==> src/rtl/conv_window_buffer.sv <==
// conv_window_buffer
// Sliding K x K window generator for a row-major raster of signed pixels.
// K-1 line buffers hold the most recent complete rows; a K x K shift register
// holds the current window columns. Each accepted pixel with row >= K-1 and
// col >= K-1 loads the window ending at that pixel into a single output stage.
//
// Ports:
//   clk, rst_n   clock, asynchronous active-low reset
//   pix_in       signed pixel, row-major, (0,0) first
//   pix_valid    pix_in valid
//   pix_ready    block accepts pix_in this cycle
//   win_data     K*K pixels, element (r,c) at [(r*K+c)*DATA_W +: DATA_W]
//   win_valid    win_data holds a complete window
//   win_ready    downstream consumes the window
//   win_row/col  output-map coordinates of the window
//   frame_done   one-cycle pulse after the last pixel of a frame is accepted
module conv_window_buffer #(
    parameter int IMG_W  = 28,
    parameter int IMG_H  = 28,
    parameter int K      = 5,
    parameter int DATA_W = 8,
    localparam int OUT_H = IMG_H - K + 1,
    localparam int OUT_W = IMG_W - K + 1,
    localparam int ROW_W = (OUT_H > 1) ? $clog2(OUT_H) : 1,
    localparam int COL_W = (OUT_W > 1) ? $clog2(OUT_W) : 1
) (
    input  logic                       clk,
    input  logic                       rst_n,
    input  logic signed [DATA_W-1:0]   pix_in,
    input  logic                       pix_valid,
    output logic                       pix_ready,
    output logic [K*K*DATA_W-1:0]      win_data,
    output logic                       win_valid,
    input  logic                       win_ready,
    output logic [ROW_W-1:0]           win_row,
    output logic [COL_W-1:0]           win_col,
    output logic                       frame_done
);

    localparam int RC_W = (IMG_H > 1) ? $clog2(IMG_H) : 1;
    localparam int CC_W = (IMG_W > 1) ? $clog2(IMG_W) : 1;

    logic [CC_W-1:0]         col_cnt_q, col_cnt_d;
    logic [RC_W-1:0]         row_cnt_q, row_cnt_d;
    logic                    accept, col_last, row_last, load;

    logic [DATA_W-1:0]       col_new [K];
    logic [DATA_W-1:0]       sr_q    [K][K];
    logic [DATA_W-1:0]       sr_d    [K][K];
    logic [K*K*DATA_W-1:0]   win_pack;

    logic [K*K*DATA_W-1:0]   win_data_q, win_data_d;
    logic                    win_valid_q, win_valid_d;
    logic [ROW_W-1:0]        win_row_q, win_row_d;
    logic [COL_W-1:0]        win_col_q, win_col_d;
    logic                    frame_done_q, frame_done_d;

    assign pix_ready  = !win_valid_q || win_ready;
    assign win_data   = win_data_q;
    assign win_valid  = win_valid_q;
    assign win_row    = win_row_q;
    assign win_col    = win_col_q;
    assign frame_done = frame_done_q;

    always_comb begin
        accept   = pix_valid && pix_ready;
        col_last = (col_cnt_q == CC_W'(IMG_W - 1));
        row_last = (row_cnt_q == RC_W'(IMG_H - 1));
        // Window rows all come from the current frame once row >= K-1, so
        // stale line-buffer content is never emitted.
        load     = accept && (row_cnt_q >= RC_W'(K - 1)) && (col_cnt_q >= CC_W'(K - 1));
    end

    // Line buffer 0 holds row r-1, buffer i holds row r-1-i. Each accepted
    // pixel pushes the column down by one buffer at the current column.
    for (genvar i = 0; i < K - 1; i++) begin : g_lb
        logic [DATA_W-1:0] mem [IMG_W];
        if (i == 0) begin : g_first
            always_ff @(posedge clk) begin
                if (accept) mem[col_cnt_q] <= pix_in;
            end
        end else begin : g_rest
            always_ff @(posedge clk) begin
                if (accept) mem[col_cnt_q] <= g_lb[i-1].mem[col_cnt_q];
            end
        end
    end

    // Incoming column, top (oldest row) first, new pixel at the bottom.
    for (genvar rr = 0; rr < K - 1; rr++) begin : g_col
        assign col_new[rr] = g_lb[K-2-rr].mem[col_cnt_q];
    end
    assign col_new[K-1] = pix_in;

    // sr_d is the window after this pixel; it doubles as the load value.
    for (genvar rr = 0; rr < K; rr++) begin : g_sr
        for (genvar cc = 0; cc < K - 1; cc++) begin : g_shift
            assign sr_d[rr][cc] = sr_q[rr][cc+1];
        end
        assign sr_d[rr][K-1] = col_new[rr];
        for (genvar cc = 0; cc < K; cc++) begin : g_pack
            assign win_pack[(rr*K+cc)*DATA_W +: DATA_W] = sr_d[rr][cc];
        end
    end

    always_ff @(posedge clk) begin
        if (accept) sr_q <= sr_d;
    end

    always_comb begin
        col_cnt_d = col_cnt_q;
        row_cnt_d = row_cnt_q;
        if (accept) begin
            if (col_last) begin
                col_cnt_d = '0;
                row_cnt_d = row_last ? '0 : row_cnt_q + 1'b1;
            end else begin
                col_cnt_d = col_cnt_q + 1'b1;
            end
        end
    end

    always_comb begin
        win_data_d   = win_data_q;
        win_row_d    = win_row_q;
        win_col_d    = win_col_q;
        win_valid_d  = win_valid_q;
        frame_done_d = accept && col_last && row_last;
        if (load) begin
            win_data_d  = win_pack;
            win_row_d   = ROW_W'(row_cnt_q - RC_W'(K - 1));
            win_col_d   = COL_W'(col_cnt_q - CC_W'(K - 1));
            win_valid_d = 1'b1;
        end else if (win_valid_q && win_ready) begin
            win_valid_d = 1'b0;
        end
    end

    always_ff @(posedge clk or negedge rst_n) begin
        if (!rst_n) begin
            col_cnt_q    <= '0;
            row_cnt_q    <= '0;
            win_data_q   <= '0;
            win_row_q    <= '0;
            win_col_q    <= '0;
            win_valid_q  <= 1'b0;
            frame_done_q <= 1'b0;
        end else begin
            col_cnt_q    <= col_cnt_d;
            row_cnt_q    <= row_cnt_d;
            win_data_q   <= win_data_d;
            win_row_q    <= win_row_d;
            win_col_q    <= win_col_d;
            win_valid_q  <= win_valid_d;
            frame_done_q <= frame_done_d;
        end
    end

endmodule

==> config.mk <==
export PLATFORM = sky130hd
export DESIGN_NAME = conv_window_buffer
export DESIGN_NICKNAME = d
export VERILOG_FILES = /design/src/rtl/conv_window_buffer.sv
export SDC_FILE = /design/constraint.sdc
export NUM_CORES = 1
export LEC_CHECK = 0
export BUFFER_PORTS_ARGS = -buffer_cell sky130_fd_sc_hd__buf_2
export CAP_MARGIN = 25
export CORE_MARGIN = 4
export CORE_UTILIZATION = 55
export CTS_CLUSTER_DIAMETER = 30
export DETAILED_ROUTE_END_ITERATION = 8
export PLACE_DENSITY = 0.81
export SLEW_MARGIN = 0
export SYNTH_ARGS = -nofsm -noshare
export SYNTH_HDL_FRONTEND = slang
export SYNTH_SLANG_ARGS = --single-unit
==> constraint.sdc <==
create_clock -name clk -period 15.7 [get_ports clk]
set_input_delay 2.355 -clock clk [delete_from_list [all_inputs] [get_ports clk]]
set_output_delay 2.355 -clock clk [all_outputs]
set_load 0.01 [all_outputs]
==> results_dict.tcl <==
set metrics [dict create \
    rows 107 \
    cts_buffers 163 \
    crit_path_start_kind "flop" \
    path_class "reg2reg" \
    power_density_mw_per_mm2 235.5 \
    worst_slew_pin_slew_ps 1187 \
    io_buffers 224 \
    grt_pass1_wl_um 180300 \
    crit_arrival_ps 6300 \
    leakagePower_uw 0.02115 \
    drt_iter0_drc 4504 \
    required_ps 16330 \
    dieWidth_um 302.7 \
    grt_max_degree 143 \
    p_seq_frac 0.409 \
    max_cap_violations 0 \
    min_period_ps 5667 \
    worstReg2RegEnd "win_data[156]" \
    yosys-top-cells-area "edfxtp_1 66%, dfrtp_1 12%, mux2i_1 7.8%" \
    cts_setup_buffers 0 \
    postSynth.asyncResetShare 0.1737 \
    cts_tree "built" \
    pwr-share-clk 0.286 \
    slew_headroom 0.2089 \
    crit_fanout 142 \
    ant_nets 0 \
    synth_top_cell_area_share 0.6640 \
    grt_pass1_vias 27141 \
    gp_congestion 0.8894 \
    hold_start "sr_d[79]" \
    final_layout_size_suffix_gt1_frac 0.2109 \
    fillers 5265 \
    p_switching_uw 4810 \
    fmax_mhz 176.5 \
    initial_utilization 0.5573 \
    slew_viol_final 0 \
    die_y_um 302.7 \
    hold_buffers 0 \
    synth_edf_count 1056 \
    overflow 0 \
    routed_via_density 6.244 \
    ys.flop_type "edfxtp_1" \
    wl_per_cell_um 28.54 \
    min_path_type "reg2reg" \
    yosys.area.top_type "edfxtp_1" \
    dr.pass1.iters 6 \
    ys_seq_area_frac 0.7804 \
    nets 3162 \
    die_area_mm2 0.09160 \
    ctsLongestPathBuffers 3 \
    finalClockSkew_ps 57.20 \
    ctsResizeCount 0 \
    syn_inst 2833 \
    vdd_drop_max_mv 0.2358 \
    outcome "complete, no violations" \
    pin_count 225 \
    hpwl_um 69330 \
    drt_wl_total_um 126200 \
    clk_pin_slew_ps 60 \
    syn-cell-area_mm2 0.04775 \
    area_growth_pct 17.64 \
    clockRootBuffer "clkbuf_16" \
    post-route-util 0.6557 \
    cts_max_level 4 \
    drc_errors 0 \
    crit_path_end_kind "flop" \
    setup_violations 0 \
    grt_antenna_before_repair 4 \
    hold_viol_final 0 \
    core_mm2 0.08568 \
    clkSinkCount 1278 \
    rr_startpoint "col_cnt_q[0]" \
    totalNegativeSetupSlack_ps 0 \
    hold_depth 2 \
    r2r_slack_ps 10030 \
    via_count 27605 \
    ys_ff_latch 1278 \
    clk_latency_ps 780 \
    rsz0062_at_grt "no" \
    ys_warn_count 0 \
    p_sw_frac 0.3635 \
    syn_avg_cell_area_um2 16.86 \
    ys_types 52 \
    synth_nets 2859 \
    cellInternalPower_uw 8422 \
    p_comb_frac 0.305 \
    r2r_cells 8 \
    hold_end "win_data[127]" \
    grtUsageTotal 0.2714 \
    period_share 0.3610 \
]
[critical path, stage by stage, from the launching register on]
cell	delay, ps
dfrtp_4	830
buf_12	700
buf_4	830
buf_4	720
mux2i_1	290
o22ai_1	100
nor4_1	530
nand3_2	800
mux2_2	590
[per-layer routing]
layer,track usage,vias up,routed length [um]
li1,-,11364,-
met4,0.1280,2,6104
met5,0,-,7
met1,0.3643,13781,44180
met3,0.07528,293,16990
met2,0.4174,2165,58910
[layout by cell type, fill, tap and decap left out, types with 30 or more instances in the layout]
cell type / instances
clkbuf_16: 165
nor4_1: 31
mux2i_1: 370
nor2_4: 30
mux2_2: 32
buf_4: 34
a22oi_1: 56
buf_2: 225
o22ai_1: 124
nand2_1: 558
edfxtp_1: 1056
dfrtp_1: 220
mux4_2: 40
nand3_1: 49
[flip-flops by register name (all words and copies together) (netlist names)]
register / flops
win_valid: 1
row_cnt_q: 5
sr_d: 160
g_lb.mem: 896
col_cnt_q: 5
win_data: 200
frame_done: 1
win_row: 5
win_col: 5
[power groups by stage]
stage,clock network [uW],registers [uW],logic [uW]
2_1_floorplan,0,5460,1980
3_3_place_gp,0,5430,3640
3_5_place_dp,0,5450,3790
4_1_cts,3790,5420,3870
5_1_grt,3960,5450,4180
6_report,3780,5410,4040
[worst max path at each step]
stage                            start                  to  slack [ps]
after CTS                 col_cnt_q[0]       win_data[156]       10070
after floorplan              win_ready  g_lb[0].mem[12][0]        5480
after global routing      col_cnt_q[0]       win_data[156]        9950
after global placement       win_ready   g_lb[3].mem[7][0]       10110
final                     col_cnt_q[0]       win_data[156]       10030
after detailed placement     win_ready  g_lb[3].mem[27][1]       10110
[per-stage QoR]
step / hold slack, ps / total power (uW) / setup WS (ps) / instances / instance area [um^2]
finish: 438.1 / 13230 / 10030 / 4421 / 56180
global route: 447.3 / 13590 / 9946 / 4420 / 56180
CTS: 439.7 / 13070 / 10070 / 4404 / 55850
detailed placement: 422.0 / 9243 / 10110 / 4099 / 50250
global placement: 418.0 / 9072 / 10110 / 4091 / 50130
floorplan: 414.6 / 7444 / 5483 / 2833 / 47750
[kinds of logic (layout without fill, tap and decap cells)]
group | count (synthesis) | count (layout) | synth area share
other | 0 | 1 | 0
buffers and inverters | 157 | 600 | 0.01826
AND/OR/NAND/NOR | 729 | 729 | 0.06391
multiplexers | 442 | 442 | 0.1040
AO/OA/AOI/OAI | 209 | 209 | 0.02908
XOR/XNOR | 4 | 4 | 0.0007336
flip-flops | 1278 | 1278 | 0.7804
adder cells (fa/ha/maj) | 14 | 14 | 0.003668
[cell type report]
| cell class | instances | area [um^2] | share of cell area |
|---|---|---|---|
| Antenna cell | 1 | 2.502 | 0.00004454 |
| Clock buffer | 187 | 4272 | 0.07604 |
| Clock inverter | 118 | 1334 | 0.02374 |
| Inverter | 11 | 48.80 | 0.0008686 |
| Multi-Input combinational cell | 1398 | 9948 | 0.1771 |
| Sequential cell | 1278 | 37270 | 0.6634 |
| Tap cell | 1144 | 1431 | 0.02548 |
| Timing Repair Buffer | 284 | 1871 | 0.03330 |
[cell usage after synthesis (4+ instances only)]
library cell and n:
edfxtp_1 1056, nand2_1 558, mux2i_1 370, dfrtp_1 222, o22ai_1 124, buf_2 88
nand3_1 66, a22oi_1 56, mux4_2 40, nor2_1 38, mux2_2 32, nor4_1 31
clkbuf_1 26, buf_6 16, buf_4 14, ha_1 14, o21ai_0 10, inv_1 9
o21ai_1 7, nand4_1 5, nor3_1 4, xnor2_1 4
No activity file was read; power rests on OpenSTA's default activity.
